$ cat src/rtl/issue_unit_pkg.sv
// Shared types and sizes for the dual-issue steering stage.
package issue_unit_pkg;

  localparam int NUM_REGISTERS_LOG2 = 5;
  localparam int ISSUE_DEPTH        = 4;
  localparam int ISSUE_ENTRY_BITS   = 32 + 32 + 3 * NUM_REGISTERS_LOG2 + 3;

  typedef logic [NUM_REGISTERS_LOG2-1:0] reg_idx_t;

  // One decoded instruction as it sits in the buffer; field order fixes the packed layout.
  typedef struct packed {
    logic [31:0] pc;
    logic [31:0] instr;
    reg_idx_t    rs;
    reg_idx_t    rt;
    reg_idx_t    dst;
    logic        reg_write;
    logic        mem_read;
    logic        mem_write;
  } entry_t;

  // Slot 0 is the ALU-only pipe, so it carries no memory controls.
  typedef struct packed {
    logic [31:0] pc;
    logic [31:0] instr;
    reg_idx_t    rs;
    reg_idx_t    rt;
    reg_idx_t    dst;
    logic        reg_write;
  } slot0_t;

  function automatic logic is_mem_op(input entry_t e);
    return e.mem_read | e.mem_write;
  endfunction

endpackage

$ cat src/rtl/issue_unit_buffer.sv
// Dual-push / dual-pop circular FIFO exposing the two oldest entries (H0, H1).
// DEPTH must be a power of two and at least 2 so pointers wrap naturally.
module issue_unit_buffer
  import issue_unit_pkg::*;
#(
  parameter int DEPTH = ISSUE_DEPTH
) (
  input  logic                     clk,
  input  logic                     reset,
  input  logic                     i_clear,
  input  logic [1:0]               i_push_cnt,
  input  entry_t                   i_push0,
  input  entry_t                   i_push1,
  input  logic [1:0]               i_pop_cnt,
  output entry_t                   o_h0,
  output entry_t                   o_h1,
  output logic [$clog2(DEPTH):0]   o_count
);

  localparam int PW = $clog2(DEPTH);
  localparam int CW = PW + 1;

  logic [ISSUE_ENTRY_BITS-1:0] r_mem [DEPTH];
  logic [PW-1:0]               r_wr_ptr;
  logic [PW-1:0]               r_rd_ptr;
  logic [CW-1:0]               r_count;
  logic [PW-1:0]               w_wr_ptr1;
  logic [PW-1:0]               w_rd_ptr1;

  assign w_wr_ptr1 = r_wr_ptr + PW'(1);
  assign w_rd_ptr1 = r_rd_ptr + PW'(1);

  // Entry storage: older pushed entry lands at the write pointer, younger one right after it.
  always_ff @(posedge clk) begin
    if (i_push_cnt != 2'd0) r_mem[r_wr_ptr] <= i_push0;
    if (i_push_cnt == 2'd2) r_mem[w_wr_ptr1] <= i_push1;
  end

  // Pointer and occupancy bookkeeping; clear empties the buffer without touching storage.
  always_ff @(posedge clk) begin
    if (reset || i_clear) begin
      r_wr_ptr <= '0;
      r_rd_ptr <= '0;
      r_count  <= '0;
    end else begin
      r_wr_ptr <= r_wr_ptr + PW'(i_push_cnt);
      r_rd_ptr <= r_rd_ptr + PW'(i_pop_cnt);
      r_count  <= r_count + CW'(i_push_cnt) - CW'(i_pop_cnt);
    end
  end

  assign o_h0    = entry_t'(r_mem[r_rd_ptr]);
  assign o_h1    = entry_t'(r_mem[w_rd_ptr1]);
  assign o_count = r_count;

endmodule

$ cat src/rtl/issue_unit.sv
// Dual-issue steering stage: buffers decoded instructions in order and places up to
// two per cycle into slot 0 (ALU) and slot 1 (ALU + memory), with pairing hazards,
// single-memory-pipe rule and a one-cycle load-use bubble.
module issue_unit
  import issue_unit_pkg::*;
#(
  parameter int DEPTH = ISSUE_DEPTH
) (
  input  logic                          clk,
  input  logic                          reset,
  input  logic                          flush,
  input  logic                          stall,
  input  logic [1:0]                    in_valid,
  output logic                          in_ready,
  input  logic [31:0]                   in0_pc,
  input  logic [31:0]                   in1_pc,
  input  logic [31:0]                   in0_instr,
  input  logic [31:0]                   in1_instr,
  input  logic [NUM_REGISTERS_LOG2-1:0] in0_rs,
  input  logic [NUM_REGISTERS_LOG2-1:0] in0_rt,
  input  logic [NUM_REGISTERS_LOG2-1:0] in0_dst,
  input  logic [NUM_REGISTERS_LOG2-1:0] in1_rs,
  input  logic [NUM_REGISTERS_LOG2-1:0] in1_rt,
  input  logic [NUM_REGISTERS_LOG2-1:0] in1_dst,
  input  logic                          in0_reg_write,
  input  logic                          in0_mem_read,
  input  logic                          in0_mem_write,
  input  logic                          in1_reg_write,
  input  logic                          in1_mem_read,
  input  logic                          in1_mem_write,
  output logic                          slot0_valid,
  output logic [31:0]                   slot0_pc,
  output logic [31:0]                   slot0_instr,
  output logic [NUM_REGISTERS_LOG2-1:0] slot0_rs,
  output logic [NUM_REGISTERS_LOG2-1:0] slot0_rt,
  output logic [NUM_REGISTERS_LOG2-1:0] slot0_dst,
  output logic                          slot0_reg_write,
  output logic                          slot1_valid,
  output logic [31:0]                   slot1_pc,
  output logic [31:0]                   slot1_instr,
  output logic [NUM_REGISTERS_LOG2-1:0] slot1_rs,
  output logic [NUM_REGISTERS_LOG2-1:0] slot1_rt,
  output logic [NUM_REGISTERS_LOG2-1:0] slot1_dst,
  output logic                          slot1_reg_write,
  output logic                          slot1_mem_read,
  output logic                          slot1_mem_write,
  output logic                          first
);

  localparam int CW = $clog2(DEPTH) + 1;

  entry_t        w_in0;
  entry_t        w_in1;
  entry_t        w_h0;
  entry_t        w_h1;
  logic [CW-1:0] w_count;
  logic          w_push_en;
  logic [1:0]    w_push_cnt;
  logic [1:0]    w_pop_cnt;

  logic          w_h0_mem;
  logic          w_h1_mem;
  logic          w_h0_blocked;
  logic          w_h1_blocked;
  logic          w_raw;
  logic          w_issue0;
  logic          w_pair;
  logic          w_s0_valid;
  logic          w_s1_valid;
  logic          w_first;
  slot0_t        w_s0;
  entry_t        w_s1;

  slot0_t        r_s0;
  entry_t        r_s1;
  logic          r_s0_valid;
  logic          r_s1_valid;
  logic          r_first;
  logic          r_ld_valid;
  reg_idx_t      r_ld_dst;

  assign w_in0 = '{pc: in0_pc, instr: in0_instr, rs: in0_rs, rt: in0_rt, dst: in0_dst,
                   reg_write: in0_reg_write, mem_read: in0_mem_read, mem_write: in0_mem_write};
  assign w_in1 = '{pc: in1_pc, instr: in1_instr, rs: in1_rs, rt: in1_rt, dst: in1_dst,
                   reg_write: in1_reg_write, mem_read: in1_mem_read, mem_write: in1_mem_write};

  // Readiness uses the registered count only, so it ignores this cycle's pop.
  assign in_ready   = (w_count <= CW'(DEPTH - 2));
  assign w_push_en  = in_valid[0] && in_ready && !flush;
  assign w_push_cnt = !w_push_en ? 2'd0 : (in_valid[1] ? 2'd2 : 2'd1);
  assign w_pop_cnt  = (flush || stall) ? 2'd0 : (w_pair ? 2'd2 : (w_issue0 ? 2'd1 : 2'd0));

  issue_unit_buffer #(.DEPTH(DEPTH)) u_buffer (
    .clk        (clk),
    .reset      (reset),
    .i_clear    (flush),
    .i_push_cnt (w_push_cnt),
    .i_push0    (w_in0),
    .i_push1    (w_in1),
    .i_pop_cnt  (w_pop_cnt),
    .o_h0       (w_h0),
    .o_h1       (w_h1),
    .o_count    (w_count)
  );

  // Pairing and hazard decision for the two oldest entries.
  always_comb begin
    w_h0_mem     = is_mem_op(w_h0);
    w_h1_mem     = is_mem_op(w_h1);
    w_h0_blocked = r_ld_valid && ((w_h0.rs == r_ld_dst) || (w_h0.rt == r_ld_dst));
    w_h1_blocked = r_ld_valid && ((w_h1.rs == r_ld_dst) || (w_h1.rt == r_ld_dst));
    w_raw        = w_h0.reg_write && (w_h0.dst != '0) &&
                   ((w_h1.rs == w_h0.dst) || (w_h1.rt == w_h0.dst));
    w_issue0     = (w_count != '0) && !w_h0_blocked;
    w_pair       = w_issue0 && (w_count >= CW'(2)) && !w_h1_blocked &&
                   !(w_h0_mem && w_h1_mem) && !w_raw;
  end

  // Slot placement: memory ops always ride slot 1; first=0 only when a mem-op H0 leads a pair.
  always_comb begin
    w_s0_valid = w_issue0 && (w_pair || !w_h0_mem);
    w_s1_valid = w_issue0 && (w_pair || w_h0_mem);
    w_first    = !(w_pair && w_h0_mem);
    w_s1       = (w_pair && !w_h0_mem) ? w_h1 : w_h0;
    if (w_pair && w_h0_mem) begin
      w_s0 = '{pc: w_h1.pc, instr: w_h1.instr, rs: w_h1.rs, rt: w_h1.rt,
               dst: w_h1.dst, reg_write: w_h1.reg_write};
    end else begin
      w_s0 = '{pc: w_h0.pc, instr: w_h0.instr, rs: w_h0.rs, rt: w_h0.rt,
               dst: w_h0.dst, reg_write: w_h0.reg_write};
    end
  end

  // Issue registers and load-use tracker; stall freezes both, flush empties the slots.
  always_ff @(posedge clk) begin
    if (reset) begin
      r_s0       <= '0;
      r_s1       <= '0;
      r_s0_valid <= 1'b0;
      r_s1_valid <= 1'b0;
      r_first    <= 1'b1;
      r_ld_valid <= 1'b0;
      r_ld_dst   <= '0;
    end else if (flush) begin
      r_s0_valid <= 1'b0;
      r_s1_valid <= 1'b0;
      r_first    <= 1'b1;
      r_ld_valid <= 1'b0;
    end else if (!stall) begin
      r_s0       <= w_s0;
      r_s1       <= w_s1;
      r_s0_valid <= w_s0_valid;
      r_s1_valid <= w_s1_valid;
      r_first    <= w_first;
      r_ld_valid <= w_s1_valid && w_s1.mem_read && w_s1.reg_write && (w_s1.dst != '0);
      r_ld_dst   <= w_s1.dst;
    end
  end

  assign slot0_valid     = r_s0_valid;
  assign slot0_pc        = r_s0.pc;
  assign slot0_instr     = r_s0.instr;
  assign slot0_rs        = r_s0.rs;
  assign slot0_rt        = r_s0.rt;
  assign slot0_dst       = r_s0.dst;
  assign slot0_reg_write = r_s0.reg_write;
  assign slot1_valid     = r_s1_valid;
  assign slot1_pc        = r_s1.pc;
  assign slot1_instr     = r_s1.instr;
  assign slot1_rs        = r_s1.rs;
  assign slot1_rt        = r_s1.rt;
  assign slot1_dst       = r_s1.dst;
  assign slot1_reg_write = r_s1.reg_write;
  assign slot1_mem_read  = r_s1.mem_read;
  assign slot1_mem_write = r_s1.mem_write;
  assign first           = r_first;

endmodule

$ cat config.mk
export PLATFORM = sky130hd
export DESIGN_NAME = issue_unit
export DESIGN_NICKNAME = d
export VERILOG_FILES = /design/src/rtl/issue_unit_pkg.sv /design/src/rtl/issue_unit_buffer.sv /design/src/rtl/issue_unit.sv
export SDC_FILE = /design/constraint.sdc
export NUM_CORES = 1
export LEC_CHECK = 0
export ABC_AREA = 1
export CELL_PAD_IN_SITES_DETAIL_PLACEMENT = 1
export CELL_PAD_IN_SITES_GLOBAL_PLACEMENT = 1
export CORE_MARGIN = 2
export CORE_UTILIZATION = 42
export CTS_CLUSTER_SIZE = 30
export DETAILED_ROUTE_END_ITERATION = 7
export PLACE_DENSITY_LB_ADDON = 0.1
export SLEW_MARGIN = 20
export SYNTH_ARGS = -nofsm -noshare
export SYNTH_HDL_FRONTEND = slang
export SYNTH_SLANG_ARGS = --single-unit
$ cat constraint.sdc
create_clock -name clk -period 9.9 [get_ports clk]
set_input_delay 1.98 -clock clk [delete_from_list [all_inputs] [get_ports clk]]
set_output_delay 1.98 -clock clk [all_outputs]
set_load 0.01 [all_outputs]
==> impl_metrics.csv <==
group,metric,value,unit
outcome,status,"complete, no violations",
detailed_routing,detailroute.via_count,24800,
floorplan,die_area,63700,um2
critical_path,crit_family,"simple AND/OR/NAND/NOR gates",
timing,hold_violations,0,
timing,setup_violations,0,
synth,synthFlopType,"edfxtp_1",
synth,yosysWarnings,0,
run,cap_violations,0,
floorplan,initial_core_util,42.2,%
timing,max_slew.worst_pin.slew,1.16,ns
critical_path,slowest_delay,1.16,ns
floorplan,num_rows,91,
pwr,p_int,3.88,mW
global_route,antenna_found_initial,6,
critical_path,path_class,"primary input to flop",
clock_network,cts_buffer_depth,3,
hold_path,hold_path_depth,2,
synth,ys_top_cells_by_area,"edfxtp_1 (38%), nand2_1 (16%), dfxtp_1 (13%)",
timing,fin_tns_setup,0,ns
synth,syn_nets,3387,
critical_path,reg2reg_depth,16,
detailed_routing,drc,0,
detailed_routing,drt_iter0_drc,1578,
hold_path,hold_path_class,"flop to flop",
synth,synth_top_area_share,38.0,%
clock_network,postCtsSetupBuffers,0,
detailed_routing,viasPerCell,5.88,
placed_design,place_congestion,0.863,
floorplan,core-area,61400,um2
cells_and_area,final_area,31500,um2
floorplan,ioPinCount,336,
placed_design,dp_cells,4108,
critical_path,startpoint_type,"primary input",
synth,ys_ff_latch,501,
critical_path,crit_path_cell_trace,"clkdlybuf4s50_1, inv_1, nand3_1, nor2_1, nand3_4, nand2_4, buf_4",
detailed_routing,final_antenna_net_count,0,
detailed_routing,drtPass1Iterations,5,
critical_path,crit_path_end_kind,"flop",
pwr,ir_worst_vdd,137,uV
timing,rsz0062_at_grt,"no",
pwr,sequentialPowerShare,45.3,%
timing,fin_ws,4.03,ns
synth,synth_edf_count,328,
critical_path,path_depth,7,
cells_and_area,instances_no_fill,4220,
synth,synth.avg_cell_area,8.06,um2
clock_network,cts_tree,"yes",
timing,fin_worst_skew,0.0222,ns
pwr,switching_share,25.8,%
floorplan,die_x,252,um
clock_network,cts_sinks,501,
global_route,grt_pass1_wl,145000,um
timing,relSlewSlack,22.7,%
timing,max_freq,170,MHz
critical_path,crit_slowest_cell,"nand2_4",
clock_network,htreeDepth,2,
clock_network,ctsResizeCount,0,
timing,min_period,5.87,ns
critical_path,path_buf_inv,3,
synth,syn_inst,3213,
critical_path,cp_max_fo,70,
critical_path,required,10.17,ns
global_route,gr-usage-all-layers,29.1,%
clock_network,cts_buffers,58,
cells_and_area,nNetsFinal,3552,
global_route,grt_max_degree,155,
cells_and_area,fin_util,51.4,%
detailed_routing,wl_per_cell,22.5,um
timing,slew_violations,0,
cells_and_area,drive_gt1_share,4.47,%
clock_network,clockRootBuffer,"clkbuf_16",
synth,synth-seq-area-share,51.4,%
critical_path,arrival,6.14,ns
placed_design,dpl-instance-area,29500,um2
floorplan,die_h,252,um
placed_design,hpwl,59000,um
detailed_routing,wirelength,94700,um
synth,synth_cell_type_count,38,
pwr,powerDensity,166,nW/um2
pwr,power_frac_clock,42.6,%
placed_design,io_buffers,335,
synth,syn_area,25900,um2
synth,async_reset_ff_share,0,%
pwr,combPwrFrac,12.0,%
clock_network,hold_buffers,0,
timing,fin_crit_sh,59.3,%
synth,synth_top_area_cell,"edfxtp_1",
global_route,overflow,0,
synth,post-synth-top-count-cell,"nand2_1",
clock_network,clk_pin_slew,0.06,ns
cells_and_area,area_growth,21.7,%
pwr,leakage,12.5,nW
synth,synth.top_cells.by_count,"nand2_1 (1082), o21ai_0 (484), a21oi_1 (453)",
placed_design,place_ws,3.33,ns
clock_network,clk_latency,0.64,ns
pwr,p_switching,1.35,mW
global_route,grt_pass1_vias,25500,
[metal layers]
metal  GRT usage [%]  wire [um]  share of wire, %
met5               0         26             0.027
met4            12.1       3460               3.7
met3            3.79       5110               5.4
met2            49.4      45600                48
met1            37.3      40600                43
[layout make-up]
cell class / instances / area (um2)
sequential: 501 / 13300
multi-input combinational: 2314 / 11100
clock inverter: 33 / 332
fill: 7178 / 29800
timing repair buffer: 361 / 3550
tap: 790 / 988
antenna: 4 / 10.0
inverter: 142 / 556
clock buffer: 75 / 1660
[worst reg2reg max path, stage by stage (launching register included)]
cell     delay (ns)
dfxtp_4        0.49
buf_4          0.39
nor2_4         0.97
buf_4          0.74
a21oi_1        0.22
nand2_1        0.18
xor2_1         0.17
nand3_1        0.10
nand2_1        0.14
a21oi_4        0.10
nand2_2        0.14
nor2_4         0.07
inv_4          0.66
buf_4          0.73
a21oi_1        0.25
o21ai_0        0.17
a21oi_1        0.12
[registers in the layout, summed over array words and instances (netlist names), 32 cells and up]
| name | flops |
|---|---|
| u_buffer.r_mem | 328 |
| slot1_instr | 32 |
| slot1_pc | 32 |
| slot0_pc | 32 |
| slot0_instr | 32 |
[metrics by stage]
| stage | hold slack [ns] | power (mW) |
|---|---|---|
| 3_3_place_gp | 0.454 | 3.01 |
| 6_report | 0.463 | 5.23 |
| 3_5_place_dp | 0.457 | 3.04 |
| 5_1_grt | 0.479 | 5.40 |
| 2_1_floorplan | 0.490 | 2.73 |
| 4_1_cts | 0.466 | 5.25 |
[logic make-up (layout without fill, tap and decap cells)]
| logic type | Yosys count | after routing | synth area share, % |
|---|---|---|---|
| XOR/XNOR | 11 | 11 | 0.372 |
| other | 0 | 4 | 0 |
| AO/OA/AOI/OAI | 1101 | 1101 | 24.0 |
| multiplexers | 3 | 3 | 0.130 |
| AND/OR/NAND/NOR | 1195 | 1195 | 17.8 |
| buffers and inverters | 398 | 611 | 6.06 |
| adder cells (fa/ha/maj) | 4 | 4 | 0.251 |
| flip-flops | 501 | 501 | 51.4 |
[power by group through the flow]
stage / clock network (mW) / logic, mW / registers, mW
after floorplan: 0 / 0.320 / 2.41
after global placement: 0 / 0.600 / 2.41
after detailed placement: 0 / 0.626 / 2.41
after CTS: 2.25 / 0.631 / 2.37
after global routing: 2.33 / 0.692 / 2.38
final: 2.23 / 0.630 / 2.37
[final timing paths]
path	start	end	slack [ns]
setup / recovery	flush	u_buffer.r_mem[0][34]	4.03
hold / removal	slot1_instr[5]	slot1_instr[5]	0.46
setup reg to reg	u_buffer.r_rd_ptr[0]	slot0_pc[5]	4.11
hold reg to reg	slot1_instr[5]	slot1_instr[5]	0.46
[layout by cell type, fill, tap and decap left out, types with 7 or more instances in the layout]
cell | netlist | final
a21oi_1 | 453 | 453
a221o_1 | 64 | 64
a32o_1 | 64 | 64
buf_4 | 6 | 25
clkbuf_16 | 0 | 61
clkbuf_8 | 0 | 8
clkdlybuf4s50_1 | 0 | 334
clkinv_2 | 0 | 10
dfxtp_1 | 173 | 172
edfxtp_1 | 328 | 328
inv_1 | 134 | 133
nand2_1 | 1082 | 1076
nand2_4 | 1 | 7
nand3_1 | 60 | 59
nor2_1 | 40 | 40
o211ai_1 | 11 | 11
o21ai_0 | 484 | 484
o21ai_1 | 13 | 13
xor2_1 | 9 | 9
Power figures use the tool's default switching activity.
